[config.mk]
export PLATFORM = sky130hd
export DESIGN_NAME = shift_left_logical_multicycle
export DESIGN_NICKNAME = d
export VERILOG_FILES = /design/src/rtl/shift_pkg.sv /design/src/rtl/shift_left_stage.sv /design/src/rtl/shift_left_logical_multicycle.sv
export SDC_FILE = /design/constraint.sdc
export NUM_CORES = 1
export LEC_CHECK = 0
export CORE_MARGIN = 8
export CORE_UTILIZATION = 45
export CTS_CLUSTER_DIAMETER = 50
export CTS_CLUSTER_SIZE = 8
export DETAILED_ROUTE_END_ITERATION = 8
export PLACE_DENSITY_LB_ADDON = 0.15
export SETUP_SLACK_MARGIN = 0.5
export SLEW_MARGIN = 10
export SYNTH_ARGS = -nofsm -noshare
export SYNTH_HDL_FRONTEND = slang
export SYNTH_HIERARCHICAL = 1
export SYNTH_SLANG_ARGS = --single-unit
[constraint.sdc]
create_clock -name clk -period 2.4 [get_ports clk]
set_input_delay 0.48 -clock clk [delete_from_list [all_inputs] [get_ports clk]]
set_output_delay 0.48 -clock clk [all_outputs]
set_load 0.01 [all_outputs]
[src/rtl/shift_pkg.sv]
// ============================================================================
// Module      : shift_pkg
// Description : Shared types and helpers for the multicycle ALU shift units.
//               Holds the controller state encoding and the stage-count
//               helpers used to size shifter parameters and counters.
// Revision    : 1.0 - initial release
// ============================================================================
`default_nettype none

package shift_pkg;

    // Controller states, shared by the multicycle shift units.
    typedef enum logic [1:0] {
        IDLE  = 2'd0,
        SHIFT = 2'd1,
        DONE  = 2'd2
    } shift_state_e;

    // Number of barrel stages needed to cover every shift amount of an
    // n-bit operand.
    function automatic int shift_stages(input int n);
        return $clog2(n);
    endfunction

    // Width of a counter that has to reach the value `stages` itself
    // (the trailing pass-through slot after the last real stage).
    function automatic int stage_cnt_width(input int stages);
        return $clog2(stages + 1);
    endfunction

    localparam int c_DEFAULT_N      = 32;
    localparam int c_DEFAULT_STAGES = shift_stages(c_DEFAULT_N);

endpackage

`default_nettype wire

[src/rtl/shift_left_stage.sv]
// ============================================================================
// Module      : shift_left_stage
// Description : One logical-left barrel stage selected by index. Stage i
//               shifts by 2**i when enabled and flags any 1 bit pushed past
//               the MSB. Disabled, it passes data through with no loss.
// Ports       : i_data  [N-1:0]  value entering the stage
//               i_stage [SW-1:0] stage index (shift distance 2**i_stage)
//               i_en             apply the shift this cycle
//               o_data  [N-1:0]  shifted (or passed-through) value
//               o_lost           1 if a 1 bit left the MSB end
// Revision    : 1.0 - initial release
// ============================================================================
`default_nettype none

module shift_left_stage #(
    parameter int N  = 32,
    parameter int SW = 3
) (
    input  logic [N-1:0]  i_data,
    input  logic [SW-1:0] i_stage,
    input  logic          i_en,
    output logic [N-1:0]  o_data,
    output logic          o_lost
);

    logic [N-1:0] w_shifted;
    logic [N-1:0] w_out_mask;

    always_comb begin
        w_shifted  = i_data << (1 << i_stage);
        // Ones in the top 2**i_stage positions: the bits this stage evicts.
        w_out_mask = ~({N{1'b1}} >> (1 << i_stage));
        if (i_en) begin
            o_data = w_shifted;
            o_lost = |(i_data & w_out_mask);
        end else begin
            o_data = i_data;
            o_lost = 1'b0;
        end
    end

endmodule

`default_nettype wire

[src/rtl/shift_left_logical_multicycle.sv]
// ============================================================================
// Module      : shift_left_logical_multicycle
// Description : Iterative logical-left shifter with ready/valid handshakes.
//               One barrel stage is retired per cycle (shamt bit i handled
//               in stage i) through a single stage instance indexed by a
//               counter. A sticky flag reports any 1 bit shifted out of the
//               MSB. Accept at edge k gives o_valid after edge k+STAGES+1.
// Ports       : clk, rst            clock, synchronous active-high reset
//               i_valid / i_ready   operand handshake
//               in [N-1:0]          value to shift
//               shamt [STAGES-1:0]  shift amount
//               o_valid / o_ready   result handshake
//               out [N-1:0]         in << shamt (qualify with o_valid)
//               lost                1 bit shifted past bit N-1
// Revision    : 1.0 - initial release
// ============================================================================
`default_nettype none

import shift_pkg::*;

module shift_left_logical_multicycle #(
    parameter int N      = 32,
    parameter int STAGES = shift_stages(N)
) (
    input  logic              clk,
    input  logic              rst,
    input  logic              i_valid,
    output logic              i_ready,
    input  logic [N-1:0]      in,
    input  logic [STAGES-1:0] shamt,
    output logic              o_valid,
    input  logic              o_ready,
    output logic [N-1:0]      out,
    output logic              lost
);

    localparam int             c_SW   = stage_cnt_width(STAGES);
    // The counter runs one slot past the last real stage; that slot is a
    // pass-through cycle that fixes the latency at STAGES+1 edges.
    localparam logic [c_SW-1:0] c_LAST = c_SW'(STAGES);

    shift_state_e      r_state;
    shift_state_e      w_state_nxt;
    logic [N-1:0]      r_data;
    logic [STAGES-1:0] r_shamt;
    logic              r_lost;
    logic [c_SW-1:0]   r_stage;

    logic              w_accept;
    logic              w_stage_en;
    logic              w_stage_lost;
    logic [N-1:0]      w_stage_data;
    logic [STAGES:0]   w_shamt_ext;

    // Zero-extended so the pass-through slot reads a 0 enable bit.
    assign w_shamt_ext = {1'b0, r_shamt};
    assign w_stage_en  = (r_state == SHIFT) & w_shamt_ext[r_stage];
    assign w_accept    = i_valid & i_ready;

    shift_left_stage #(
        .N  (N),
        .SW (c_SW)
    ) u_stage (
        .i_data  (r_data),
        .i_stage (r_stage),
        .i_en    (w_stage_en),
        .o_data  (w_stage_data),
        .o_lost  (w_stage_lost)
    );

    always_ff @(posedge clk) begin
        if (rst) begin
            r_state <= IDLE;
        end else begin
            r_state <= w_state_nxt;
        end
    end

    // i_ready depends combinationally on o_ready in DONE so a new operand
    // can be taken in the same cycle the result is handed off.
    always_comb begin
        w_state_nxt = r_state;
        i_ready     = 1'b0;
        o_valid     = 1'b0;
        case (r_state)
            IDLE: begin
                i_ready = 1'b1;
                if (i_valid) begin
                    w_state_nxt = SHIFT;
                end
            end
            SHIFT: begin
                if (r_stage == c_LAST) begin
                    w_state_nxt = DONE;
                end
            end
            DONE: begin
                o_valid = 1'b1;
                i_ready = o_ready;
                if (o_ready) begin
                    w_state_nxt = i_valid ? SHIFT : IDLE;
                end
            end
            default: begin
                w_state_nxt = IDLE;
            end
        endcase
    end

    always_ff @(posedge clk) begin
        if (rst) begin
            r_data  <= '0;
            r_shamt <= '0;
            r_lost  <= 1'b0;
            r_stage <= '0;
        end else if (w_accept) begin
            r_data  <= in;
            r_shamt <= shamt;
            r_lost  <= 1'b0;
            r_stage <= '0;
        end else if (r_state == SHIFT) begin
            r_data  <= w_stage_data;
            r_lost  <= r_lost | w_stage_lost;
            r_stage <= r_stage + c_SW'(1);
        end
    end

    assign out  = r_data;
    assign lost = r_lost;

endmodule

`default_nettype wire
# ---- Yosys cells after proc, flatten, opt, wreduce, memory -nomap -nowiden
# Cells that the tools add are included.
dict set report word_totals {
  wordCells 41
  input_bits 41
  out_inout_bits 35
  ff_bits 43
}
dict set report op_classes {
  bitwise 5
  n_reduce_logical 7
  add_sub_neg 1
  muxes 13
  order_cmp 1
  n_eq_ne 6
  shift 3
}
# op count
set ops {}
lappend ops {{32-bit 2-to-1 mux} 3}
lappend ops {{32-bit bitwise AND} 1}
lappend ops {{32-bit NOT} 1}
lappend ops {{32-bit OR reduction} 1}
lappend ops {{1-bit by 3-bit left shift with 32-bit output, first input constant} 1}
lappend ops {{32-bit by 32-bit left shift with 32-bit output} 1}
lappend ops {{32-bit by 32-bit >> shifter with 32-bit output, first input constant} 1}
lappend ops {{2-bit 2-to-1 mux} 3}
lappend ops {{2-bit case mux with 3 select lines} 1}
lappend ops {{3-bit by 4-bit less-than comparator with 1-bit output, second input constant} 1}
lappend ops {{1-bit 2-to-1 mux} 4}
lappend ops {{2-bit inequality test, second input constant} 2}
lappend ops {{2-bit nonzero test} 2}
lappend ops {{3-bit by 1-bit adder with 3-bit output, second input constant} 1}
lappend ops {{1-bit binary-select mux with 3-bit select} 1}
lappend ops {{3-bit equality test, second input constant} 1}
lappend ops {{3-bit AND reduction} 1}
lappend ops {{1-bit bitwise AND} 2}
lappend ops {{2-bit by 1-bit equality test with 1-bit output, second input constant} 1}
lappend ops {{2-bit equality test, second input constant} 1}
lappend ops {{2-bit zero test} 1}
lappend ops {{2-bit by 1-bit inequality test with 1-bit output, second input constant} 1}
lappend ops {{1-bit case mux with 2 select lines} 1}
lappend ops {{2-bit AND reduction} 1}
lappend ops {{2 further kinds} 2}

# ---- Depth between registers and ports, before layout
dict set report depth {
  word_depth 7
  mapped_depth 9
  ltp_nobuf 9
}

# ---- Hierarchy
# Netlist, hierarchy kept.
# module seq_area_each_um2 area_each_um2 cells_each instances
set modules_own_cells {}
lappend modules_own_cells {shift_left_logical_multicycle 860.8 2127.0 246 1}
lappend modules_own_cells {shift_left_stage 0.0 1498.9 217 1}

# ---- Worst setup path after synthesis
# OpenSTA, ideal clock, no wires.
dict set report synth_path {
  kind {flip-flop to flip-flop}
  startpoint {register r_stage[0]}
  endpoint {register r_data[29], in the netlist out[29]}
  n_path_buf 2
  required_ns 2.312
  synth_period_minus_slack_ns 2.241
  slack_ns 0.159
  setup_ns 0.088
  path_stages_with_launch 10
  arrival_ns 2.153
  cell_sequence {dfxtp_1 -> mux2_1 -> or3_1 -> o311a_1 -> clkbuf_1 -> clkbuf_1 -> o21ai_0 -> a21o_1 -> nand2_1 -> a311oi_2}
}
dict set report synth_via {
  elab_chain_cells 5
  elab_cells_between_ends 10
  cone_classes {2 x shift; 5 x mux; 1 x bitwise; 2 x reduce/logical}
}
# element line
set synth_rtl {}
lappend synth_rtl {{from (decl)} shift_left_logical_multicycle.sv:47} ;# logic [c_SW-1:0] r_stage;
lappend synth_rtl {{from (signal assigned)} shift_left_logical_multicycle.sv:124} ;# r_stage <= r_stage + c_SW'(1);
lappend synth_rtl {{1-bit binary-select mux with 3-bit select} shift_left_logical_multicycle.sv:57} ;# assign w_stage_en = (r_state == SHIFT) & w_shamt_ext[r_stage];
lappend synth_rtl {{1-bit 2-to-1 mux (not written as such)} shift_left_logical_multicycle.sv:57}
lappend synth_rtl {{1-bit bitwise AND} shift_left_logical_multicycle.sv:57}
lappend synth_rtl {{net w_stage_en} shift_left_logical_multicycle.sv:50} ;# logic w_stage_en;
lappend synth_rtl {{2-bit nonzero test (no source line)} n/a}
lappend synth_rtl {{2-bit AND reduction (no source line)} n/a}
lappend synth_rtl {{to (signal assigned)} shift_left_logical_multicycle.sv:117} ;# r_data <= in;
lappend synth_rtl {{to (signal assigned)} shift_left_logical_multicycle.sv:122} ;# r_data <= w_stage_data;
lappend synth_rtl {{to (decl)} shift_left_logical_multicycle.sv:44} ;# logic [N-1:0] r_data;
# The timed path passes the listed nets, and every way through them passes these cells. The select of a mux whose other input is x is not followed.
# A chain may end at the register's enable or synchronous reset.

# ---- Final worst setup path
dict set report layout_path {
  startpoint {register r_stage[0]}
  endpoint {register r_data[16], in the netlist out[16]}
}
# The elaborated chain is that of the path after synthesis.

==> impl_summary.md <==
Worst setup path
Traced cell by cell, the critical path runs through mux2_4 -> or3_1 -> o311a_4 -> buf_4 -> buf_16 -> o211ai_1 -> o21ai_1 -> nand2_1 -> a311oi_2. The highest net fanout along the worst path is 17. STA classifies the critical path startpoint as a flop. The delay of the slowest cell on the worst path is 0.39 ns. The worst endpoint required time is between 2 and 3 ns. The critical-path cell with the highest stage delay is dfxtp_4.

The kind of end point of the critical path is a flop. The critical path arrival is roughly 2.2 ns. By startpoint and endpoint, the worst setup path is classified as flop to flop.

Power and ir drop
For this design the total switching power over the nets is about 0.0008 W. For this design the ratio of total power to cell area is around 480 nW/um^2. The leakage dissipation is ~1.7 nW. Across the VDD grid, the largest voltage drop is 240.9 uV. Power comes to 0.002364 W. The cell internal power dissipation is roughly 0.0016 W. In this run switching power makes up 33.97% of total power. The share of total power in combinational logic is approximately 35%. The clock network fraction of design power is about 26%. The sequential group share of total power is around 39%.

STA
The measured slew at the worst slew-check pin is 0.6026 ns. The clock skew after layout is 0.005771 ns. The total setup violations reported at the end of the flow is 0.

The number of max-slew violations in the final report is 0. The count of endpoints failing hold in the final timing report is 0. The worst max-slew margin expressed relative to the limit is between 50% and 60%. Derived from the worst setup path, the maximum achievable clock frequency is approximately 0.49 GHz. The minimum clock period is 2.054 ns.

For the final routed database, the setup TNS stands at 0 ns. The final critical path takes up between 80% and 90% of the cycle. Setup repair after global routing could not meet its margin everywhere.

The final worst setup slack is roughly 0.35 ns.

Logic synthesis
In the synthesized netlist the async set-or-reset flop fraction comes to 0%. Yosys printed 6 warnings. The share of the yosys chip area belonging to registers is about a quarter. For this run, the leading register cell type out of synthesis is dfxtp_1. In this run, synthesis inferred 0 flip-flops with an integrated enable. The number of nets in the synthesized netlist is approximately 510. The count of unique library cells instantiated by Yosys is 55. Averaged over all synthesized cells, the footprint is ~7.8 um^2. Summing every instance area after synthesis gives between 3000 and 4000 um^2.

Counting every instance in the synthesized netlist gives between 400 and 500. Counting flops and latches in the post-synthesis netlist gives 43.

Global routing
The pin count of the biggest net entering global routing is 39. The overall track demand over capacity in global routing is 21.87%. The number of antenna violations at the first check in global routing was 0.

The first-pass GRT wire length is 20400 um. The number of global-route vias before repair is 3848. For this run the aggregate overflow at the end of global routing stands at 0.

Clocking
The clock drives 43 sinks. The number of CTS-inserted buffers is 5. The root buffer cell chosen for the clock tree is clkbuf_8.

The latest clock arrival within the worst-skew pair is slightly above 0.3 ns. The maximum clock path buffer count is 2. The total of hold buffers inserted after clock tree synthesis is 0. TritonCTS built the clock tree. In this run the number of H-tree levels came out at 2. The post-CTS clock slew at the launch and capture registers of the worst setup and hold paths is approximately 0.09 ns.

Place
Routability-driven placement finished with a final weighted congestion of between 0.9 and 1. At the placement stage, the worst setup path has a slack of 0.1481 ns. During placement, the flow inserted port buffers numbering 75.

The half-perimeter wire length of the detailed placement result is around 8100 um.

Min path
In this run the worst hold path is classified as flop to flop.

Layout
The repair_antennas step left the layout with diodes totalling 0. The most common cell after layout, fill and taps aside is nand2_1. In the layout the commonest cells are nand2_1 (79), clkdlybuf4s50_1 (71), nor3_1 (39), a21oi_1 (31), dfxtp_2 (26). The area taken by flip-flops and latches is about 900 um^2.

The combined area of the multi-input logic cells is ~2500 um^2. The signed area change from the synthesized netlist to the final layout is 34.68%. The post-route netlist has 24.48% of its cells at a drive strength greater than 1. The count of fill cells added during filler insertion is 719. Cells fill a little over three fifths of the core in the end. The final net count is roughly 570.

Floorplanning
76 I/O pins were placed. The vertical extent of the die is 105.8 um. The floorplan step set the die width to 105.8 um. The die covers about 11000 um^2. After floorplanning, the core was sized to cover 7767 um^2.

The initial utilization of the core area, before any placement, comes to between 40 and 50%. Row generation in the floorplan step produced 32 rows.

Route
The count of TritonRoute iterations in the first routing pass is 5. Using the TritonRoute via totals, the vias-per-cell ratio works out to roughly 6.3. The count of nets left with antenna violations once routing finished came out at 0. In the final routed layout, each cell accounts on average for roughly 20 um.

After the first detailed-routing iteration, the DRC count stood at around 260. The total routed wirelength is around 13000 um. The remaining routing DRC violations is 0. The final route contains between 3k and 4k vias.

Outcome
The run finished with clean final reports.

Job
The number of max-capacitance violations reported is 0.
==> per-stage QoR <==
step                instance area, um^2  hold slack, ns  std cells
floorplan                          3659          0.4539        463
global placement                   4431          0.4696        612
detailed placement                 4431          0.4725        612
CTS                                4806          0.4849        629
global route                       4883          0.5103        629
finish                             4883          0.4894        629
==> registers in the layout, summed over array words and instances, names as in the netlist <==
| signal | flops |
|---|---|
| lost | 1 |
| out | 32 |
| r_shamt | 5 |
| r_stage | 3 |
| r_state | 2 |
==> cells in the mapped netlist, drive strengths merged, types with 3 or more instances <==
| cell type | instances | area [um^2] |
|---|---|---|
| nand3 | 6 | 30.03 |
| buf | 30 | 185.2 |
| nor2b | 9 | 56.30 |
| mux2 | 4 | 48.79 |
| nor4 | 6 | 37.54 |
| nor3 | 40 | 200.2 |
| a221o | 3 | 30.03 |
| nand2b | 8 | 50.05 |
| dfxtp | 43 | 860.8 |
| mux2i | 11 | 110.1 |
| mux4 | 15 | 337.8 |
| a311oi | 32 | 417.9 |
| nand3b | 7 | 52.55 |
| o21ai | 32 | 160.2 |
| and2b | 3 | 23.77 |
| o211ai | 7 | 52.55 |
| inv | 22 | 82.58 |
| clkbuf | 15 | 56.30 |
| nand2 | 80 | 302.8 |
| nor2 | 22 | 82.58 |
| a21oi | 36 | 180.2 |
| and3 | 3 | 18.77 |
==> cell families after synthesis <==
group,share of synthesized area [%]
XOR/XNOR,0.4832
adder cells (fa/ha/maj),0.6900
flip-flops,23.74
buffers and inverters,8.937
AND/OR/NAND/NOR,24.98
AO/OA/AOI/OAI,27.47
multiplexers,13.70
==> area by class of cell <==
type                    instances  area share (%)
clock buffers                   6           1.691
repair buffers                101           22.80
clock inverters                 2          0.7174
inverters                      22           1.691
flip-flops and latches         43           18.37
multi-input cells             353           52.11
well taps                     102           2.613
==> power groups by stage <==
stage | clock network, W | logic [W] | registers, W
detailed placement | 0 | 0.000749 | 0.000916
finish | 0.000612 | 0.000836 | 0.000916
floorplan | 0 | 0.000467 | 0.000893
global placement | 0 | 0.000742 | 0.000918
global route | 0.000649 | 0.000899 | 0.000927
CTS | 0.000618 | 0.000812 | 0.000909
==> what timing repair did <==
action / CTS / global route
cloned: 5 / 0
resized for setup: 48 / 26
pin swaps: 4 / 10
setup endpoints to repair: 53 / 39
setup buffers: 4 / 0
endpoints found under the hold margin: 0 / 0
==> routing by layer <==
metal | global-route usage, % | up-vias | wire length (um)
li1 | - | 1835 | -
met1 | 28.17 | 1864 | 5545
met2 | 34.36 | 205 | 5762
met3 | 6.090 | 29 | 984
met4 | 7.236 | 0 | 277
met5 | 0 | - | 0
==> worst max-delay path, delay by kind of cell (launching register included) <==
kind	cells	cell delay, ns
AO/OA/AOI/OAI	4	0.50
buffers and inverters	2	0.31
flip-flops	1	0.39
multiplexers	1	0.30
AND/OR/NAND/NOR	2	0.42
==> final timing paths <==
check | startpoint | end | slack (ns) | cells after the start
worst min register to register | r_shamt[2] | r_shamt[2] | 0.49 | 2
worst max register to register | r_stage[0] | out[16] | 0.35 | 9
worst min-delay path | r_shamt[2] | r_shamt[2] | 0.49 | 2
worst max-delay path | r_stage[0] | out[16] | 0.35 | 9
No activity file was read; power rests on OpenSTA's default activity.
